`src/rtl/fwd_hazard_pipe_pkg.sv`:
```
// Shared types for the ID/EX forwarding and hazard unit: per-stage control
// entry, forwarding-source encoding and the default zero-register index.
package pipeline_pkg;

  localparam int unsigned ZERO_REG_DEFAULT = 31;

  // rd and data live in separate arrays so this struct stays width-independent
  typedef struct packed {
    logic valid;
    logic regwrite;
    logic isload;
  } stage_entry_t;

  typedef enum logic [1:0] {
    SRC_RF,
    SRC_EX,
    SRC_MEM,
    SRC_WB
  } fwd_src_e;

endpackage

```
`src/rtl/fwd_hazard_pipe_select.sv`:
```
// Youngest-first operand select over all tracked stages; falls back to the
// regfile read data when no in-flight instruction writes the source register.
module fwd_select
  import pipeline_pkg::*;
#(
  parameter int unsigned DATA_W   = 64,
  parameter int unsigned REG_W    = 5,
  parameter int unsigned DEPTH    = 3,
  parameter int unsigned ZERO_REG = ZERO_REG_DEFAULT
) (
  input  logic [REG_W-1:0]  src,
  input  stage_entry_t      ent   [1:DEPTH],
  input  logic [REG_W-1:0]  rd    [1:DEPTH],
  input  logic [DATA_W-1:0] val   [1:DEPTH],
  input  logic [DATA_W-1:0] rf,
  output logic [DATA_W-1:0] data
);

  fwd_src_e          kind;
  logic [DATA_W-1:0] hit_val;

  // Scan oldest to youngest so the youngest match is the one left standing
  always_comb begin
    kind    = SRC_RF;
    hit_val = '0;
    for (int unsigned k = DEPTH; k >= 1; k--) begin
      if (ent[k].valid && ent[k].regwrite && rd[k] == src &&
          src != REG_W'(ZERO_REG)) begin
        hit_val = val[k];
        if (k == 1)      kind = SRC_EX;
        else if (k == 2) kind = SRC_MEM;
        else             kind = SRC_WB;
      end
    end
    case (kind)
      SRC_RF:  data = rf;
      default: data = hit_val;
    endcase
  end

endmodule

```
`src/rtl/fwd_hazard_pipe.sv`:
```
// Operand forwarding and load-use hazard unit at ID/EX; tracks in-flight
// instructions through writeback and drives the regfile write port.
module fwd_hazard_pipe
  import pipeline_pkg::*;
#(
  parameter int unsigned DATA_W   = 64,
  parameter int unsigned REG_W    = 5,
  parameter int unsigned DEPTH    = 3,
  parameter int unsigned ZERO_REG = ZERO_REG_DEFAULT
) (
  input  logic              clk,
  input  logic              reset,
  input  logic              id_valid,
  input  logic [REG_W-1:0]  id_rn,
  input  logic [REG_W-1:0]  id_rm,
  input  logic [REG_W-1:0]  id_rd,
  input  logic              id_use_a,
  input  logic              id_use_b,
  input  logic              id_regwrite,
  input  logic              id_memread,
  input  logic [DATA_W-1:0] rf_da,
  input  logic [DATA_W-1:0] rf_db,
  input  logic              flush,
  input  logic [DATA_W-1:0] alu_result,
  input  logic [DATA_W-1:0] mem_rdata,
  output logic              stall,
  output logic              ex_valid,
  output logic [DATA_W-1:0] op_a,
  output logic [DATA_W-1:0] op_b,
  output logic              wb_we,
  output logic [REG_W-1:0]  wb_rd,
  output logic [DATA_W-1:0] wb_data
);

  stage_entry_t      ent    [1:DEPTH];
  logic [REG_W-1:0]  rd_q   [1:DEPTH];
  logic [DATA_W-1:0] data_q [2:DEPTH];
  logic [DATA_W-1:0] val    [1:DEPTH];
  logic [DATA_W-1:0] fwd_a, fwd_b;
  logic              load_en;

  // Value each stage would forward; stage 1 is still in the ALU this cycle
  always_comb begin
    val[1] = alu_result;
    val[2] = ent[2].isload ? mem_rdata : data_q[2];
    for (int unsigned k = 3; k <= DEPTH; k++) val[k] = data_q[k];
  end

  always_comb begin
    stall = id_valid && !flush && ent[1].valid && ent[1].isload &&
            ent[1].regwrite && rd_q[1] != REG_W'(ZERO_REG) &&
            ((id_use_a && id_rn == rd_q[1]) || (id_use_b && id_rm == rd_q[1]));
  end

  assign load_en = id_valid && !stall && !flush;

  fwd_select #(.DATA_W(DATA_W), .REG_W(REG_W), .DEPTH(DEPTH), .ZERO_REG(ZERO_REG))
    u_sel_a (.src(id_rn), .ent(ent), .rd(rd_q), .val(val), .rf(rf_da), .data(fwd_a));

  fwd_select #(.DATA_W(DATA_W), .REG_W(REG_W), .DEPTH(DEPTH), .ZERO_REG(ZERO_REG))
    u_sel_b (.src(id_rm), .ent(ent), .rd(rd_q), .val(val), .rf(rf_db), .data(fwd_b));

  always_ff @(posedge clk) begin
    if (reset) begin
      for (int unsigned k = 1; k <= DEPTH; k++) begin
        ent[k]  <= '0;
        rd_q[k] <= '0;
      end
      for (int unsigned k = 2; k <= DEPTH; k++) data_q[k] <= '0;
      op_a <= '0;
      op_b <= '0;
    end else begin
      if (load_en) begin
        ent[1]  <= '{valid: 1'b1, regwrite: id_regwrite, isload: id_memread};
        rd_q[1] <= id_rd;
        op_a    <= fwd_a;
        op_b    <= fwd_b;
      end else begin
        ent[1] <= '0;
      end
      for (int unsigned k = 2; k <= DEPTH; k++) begin
        ent[k]  <= ent[k-1];
        rd_q[k] <= rd_q[k-1];
      end
      data_q[2] <= alu_result;
      for (int unsigned k = 3; k <= DEPTH; k++) data_q[k] <= val[k-1];
    end
  end

  assign ex_valid = ent[1].valid;
  assign wb_we    = ent[DEPTH].valid && ent[DEPTH].regwrite &&
                    rd_q[DEPTH] != REG_W'(ZERO_REG);
  assign wb_rd    = rd_q[DEPTH];
  assign wb_data  = val[DEPTH];

endmodule
```
`config.mk`:
```
export PLATFORM = sky130hd
export DESIGN_NAME = fwd_hazard_pipe
export DESIGN_NICKNAME = d
export VERILOG_FILES = /design/src/rtl/fwd_hazard_pipe_pkg.sv /design/src/rtl/fwd_hazard_pipe_select.sv /design/src/rtl/fwd_hazard_pipe.sv
export SDC_FILE = /design/constraint.sdc
export NUM_CORES = 1
export LEC_CHECK = 0
export ABC_AREA = 1
export BUFFER_PORTS_ARGS = -buffer_cell sky130_fd_sc_hd__buf_2
export CAP_MARGIN = 20
export CORE_AREA = 2 2 188 190
export CTS_BUF_LIST = sky130_fd_sc_hd__clkbuf_4 sky130_fd_sc_hd__clkbuf_8
export DETAILED_ROUTE_END_ITERATION = 6
export DIE_AREA = 0 0 190 192
export HOLD_SLACK_MARGIN = 0.03
export PLACE_DENSITY = 0.71
export RECOVER_POWER = 25
export SLEW_MARGIN = 30
export SYNTH_ARGS = -nofsm -noshare
export SYNTH_HDL_FRONTEND = slang
export SYNTH_SLANG_ARGS = --single-unit
```
`constraint.sdc`:
```
create_clock -name clk -period 1.5 [get_ports clk]
set_input_delay 0.3 -clock clk [delete_from_list [all_inputs] [get_ports clk]]
set_output_delay 0.3 -clock clk [all_outputs]
set_load 0.02 [all_outputs]
```
==> run_results.csv <==
group,metric,value,unit
sta,whs,0.03471,ns
critical_path,crit_arrival,1.90,ns
sta,setup_slack,-0.6968,ns
run_status,outcome,"finished, violations left",
yosys,synth_largest_area_cell,"dfxtp_1",
sta,fin_crit,2.197,ns
sta,final.setup_skew,0.01634,ns
clock_network,clock_path_buffers,3,
sta,fmaxAchievable,0.4552,GHz
critical_path,path_cells,"buf_6 -> nand2_2 -> nand4_1 -> nor2_4 -> nand2_2 -> nand2_2 -> nand2_4 -> buf_12 -> clkinv_4 -> buf_6",
placement,portBuffers,478,
yosys,synth_seq_area_share,0.3855,
power,ir_drop,0.6568,mV
drt,drtPass1Iterations,6,
floorplanning,initial_core_util,0.4226,
yosys,synth_commonest_cells,"nor2_1 (507), nand2_1 (491), dfxtp_1 (279)",
floorplanning,die_w,190,um
clock_network,cts_tree,"yes",
placement,gp_congestion,0.9527,
drt,drt-wirelength-per-cell,22.27,um
yosys,ys_async_sr_fraction,0,
clock_network,clkLatencyLatePin,0.61,ns
critical_path,start_kind,"flip-flop",
grt,grt_first_pass_wirelength,108500,um
sta,hold_viol,0,
yosys,synth.top_cell.area_share,0.3855,
critical_path,crit_fanout,3,
run_status,violations,"negative setup slack",
yosys,synth_enable_flop_cells,0,
grt,grt_usage,0.3931,
clock_network,cts_sinks,279,
grt,globalRouteOverflowTotal,0,
drt,ant_nets,0,
yosys,syn_area,14490,um^2
sta,worst_slew_pin_slew,1.402,ns
yosys,ys_types,31,
finish,nets,3296,
yosys,ys_warn_count,0,
critical_path,crit_slowest_cell,"dfxtp_4",
sta,fin_crit_sh,1.465,
critical_path,critical_path_class,"flip-flop to output port",
grt,antenna_found_initial,9,
grt,grt_pass1_vias,18565,
floorplanning,fp.dieH,192,um
floorplanning,ios,479,
power,leakage,12.13,nW
clock_network,path_clk_slew,0.06,ns
worst_hold_path,hp-class,"input port to flip-flop",
clock_network,numCtsBuffers,49,
sta,setup_viol,207,
power,p_per_area,776.0,nW/um^2
sta,rsz0062_at_grt,"true",
yosys,yosys-top-cells-area,"dfxtp_1 (39%), nor2_1 (13%), nand2_1 (13%), inv_1 (5.6%), nand3_1 (4.9%)",
yosys,syn_nets,2532,
finish,drive_above_1_share,0.4125,
finish,area_growth,71.89,%
yosys,synth_cells,2253,
power,finalPower,19.33,mW
drt,vias_per_cell,5.455,
critical_path,end_kind,"output port",
clock_network,root_buffer,"clkbuf_8",
yosys,syn_area_per_cell,6.431,um^2
yosys,synth-seq-cells,279,
clock_network,cts_max_level,2,
placement,place_hpwl,48360,um
critical_path,required,1.20,ns
critical_path,cp_common_cell,"nand2_2",
yosys,synth.most_common_cell,"nor2_1",
drt,vias,19158,
drt,routed_wl,78210,um
sta,slew_headroom,0.06510,
yosys,synthFlopType,"dfxtp_1",
sta,slew_viol_final,0,
floorplanning,fp.dieArea,36480,um^2
floorplanning,fp-row-count,68,
critical_path,cpPeakStageDelay,0.36,ns
floorplanning,core,34290,um^2
drt,drt_iter0_markers,1817,
flow_run,drv_cap,0,
grt,grt_start_max_net_pins,51,
drt,drt_drc_violations_left,0,
## flip-flops by register name, indices dropped and copies added, names as in the netlist
signal and flops:
op_b 64, data_q 128, op_a 64, rd_q 10
ent 7, ex_valid 1, wb_rd 5
## repair_timing
item / in CTS / in global routing
setup buffers: 95 / 28
cloned: 40 / 11
endpoints found under the setup margin: 158 / 167
pin swaps: 151 / 125
endpoints found under the hold margin: 114 / 0
hold buffers: 113 / 0
gates resized for setup: 408 / 265
## cell families after synthesis
family          synth area share
mux                      0.02141
compound gates            0.1137
buf+inv                   0.1471
flops                     0.3855
simple gates              0.3305
xor+xnor                0.001814
## per-stage QoR
stage                     cells  setup TNS [ns]  utilization  instance area, um^2  worst slack, ns
after floorplan            2253          -1.484            -                14660         -0.03588
after global placement     3156          -73.86       0.5301                18180          -0.7043
after detailed placement   3156          -76.99       0.5301                18180          -0.7138
after CTS                  3483          -72.56       0.6934                23770          -0.6944
after global routing       3510         -106.95       0.7263                24900          -0.7612
final                      3512          -94.08       0.7264                24910          -0.6968
## layer usage
metal | routed length, um | vias to the layer above | GRT usage
met2 | 36150 | 1370 | 0.6701
li1 | - | 8567 | -
met1 | 28410 | 8832 | 0.4470
met3 | 8129 | 385 | 0.09812
met5 | 27 | - | 0
met4 | 5494 | 4 | 0.2296
## final timing paths
path,startpoint,endpoint,slack [ns],cells past startpoint
worst max-delay path,rd_q[14],stall,-0.70,10
worst min-delay path,rf_db[16],op_b[16],0.03,5
worst max register to register,rd_q[13],op_b[38],-0.64,15
worst min register to register,ent[5],ent[2],0.44,2
## where the power goes
group | internal [mW] | total (mW) | leakage, nW | switching, mW
clock network | 4.31 | 7.68 | 0.561 | 3.37
registers | 7.81 | 8.09 | 2.31 | 0.278
logic | 1.55 | 3.55 | 9.25 | 2.01
total | 13.7 | 19.3 | 12.1 | 5.65
## final cells by class
type | count | area [um^2]
tap | 455 | 569.3
sequential | 279 | 5649
multi-input combinational | 1533 | 8443
inverter | 232 | 973.4
clock buffer | 77 | 984.7
timing repair buffer | 922 | 8207
antenna | 7 | 17.52
fill | 2633 | 9380
clock inverter | 7 | 63.81
## layout by cell type, fill, tap and decap left out, drive strengths merged
cell         netlist  routed
buf              154     754
nor2             514     514
nand2            498     498
dfxtp            279     279
inv              232     231
nand3            148     148
clkbuf            55     128
o21ai            123     123
dlygate4sd3        0     113
a21oi            102     102
o22ai             79      79
mux2i             31      31
nor3              19      19
and2               8       8
diode              0       7
clkinv             0       7
nand4              4       4
bufbuf             0       4
xnor2              2       2
o211ai             2       2
a31oi              2       2
xor2               1       1
bufinv             0       1
## critical path: cells and delay by family, from the launching register on
family / cells / cell delay [ns]
and+or+nand+nor: 6 / 0.56
DFF: 1 / 0.36
buffers and inverters: 4 / 0.40
Note: power is estimated with default switching activity, not from simulation.
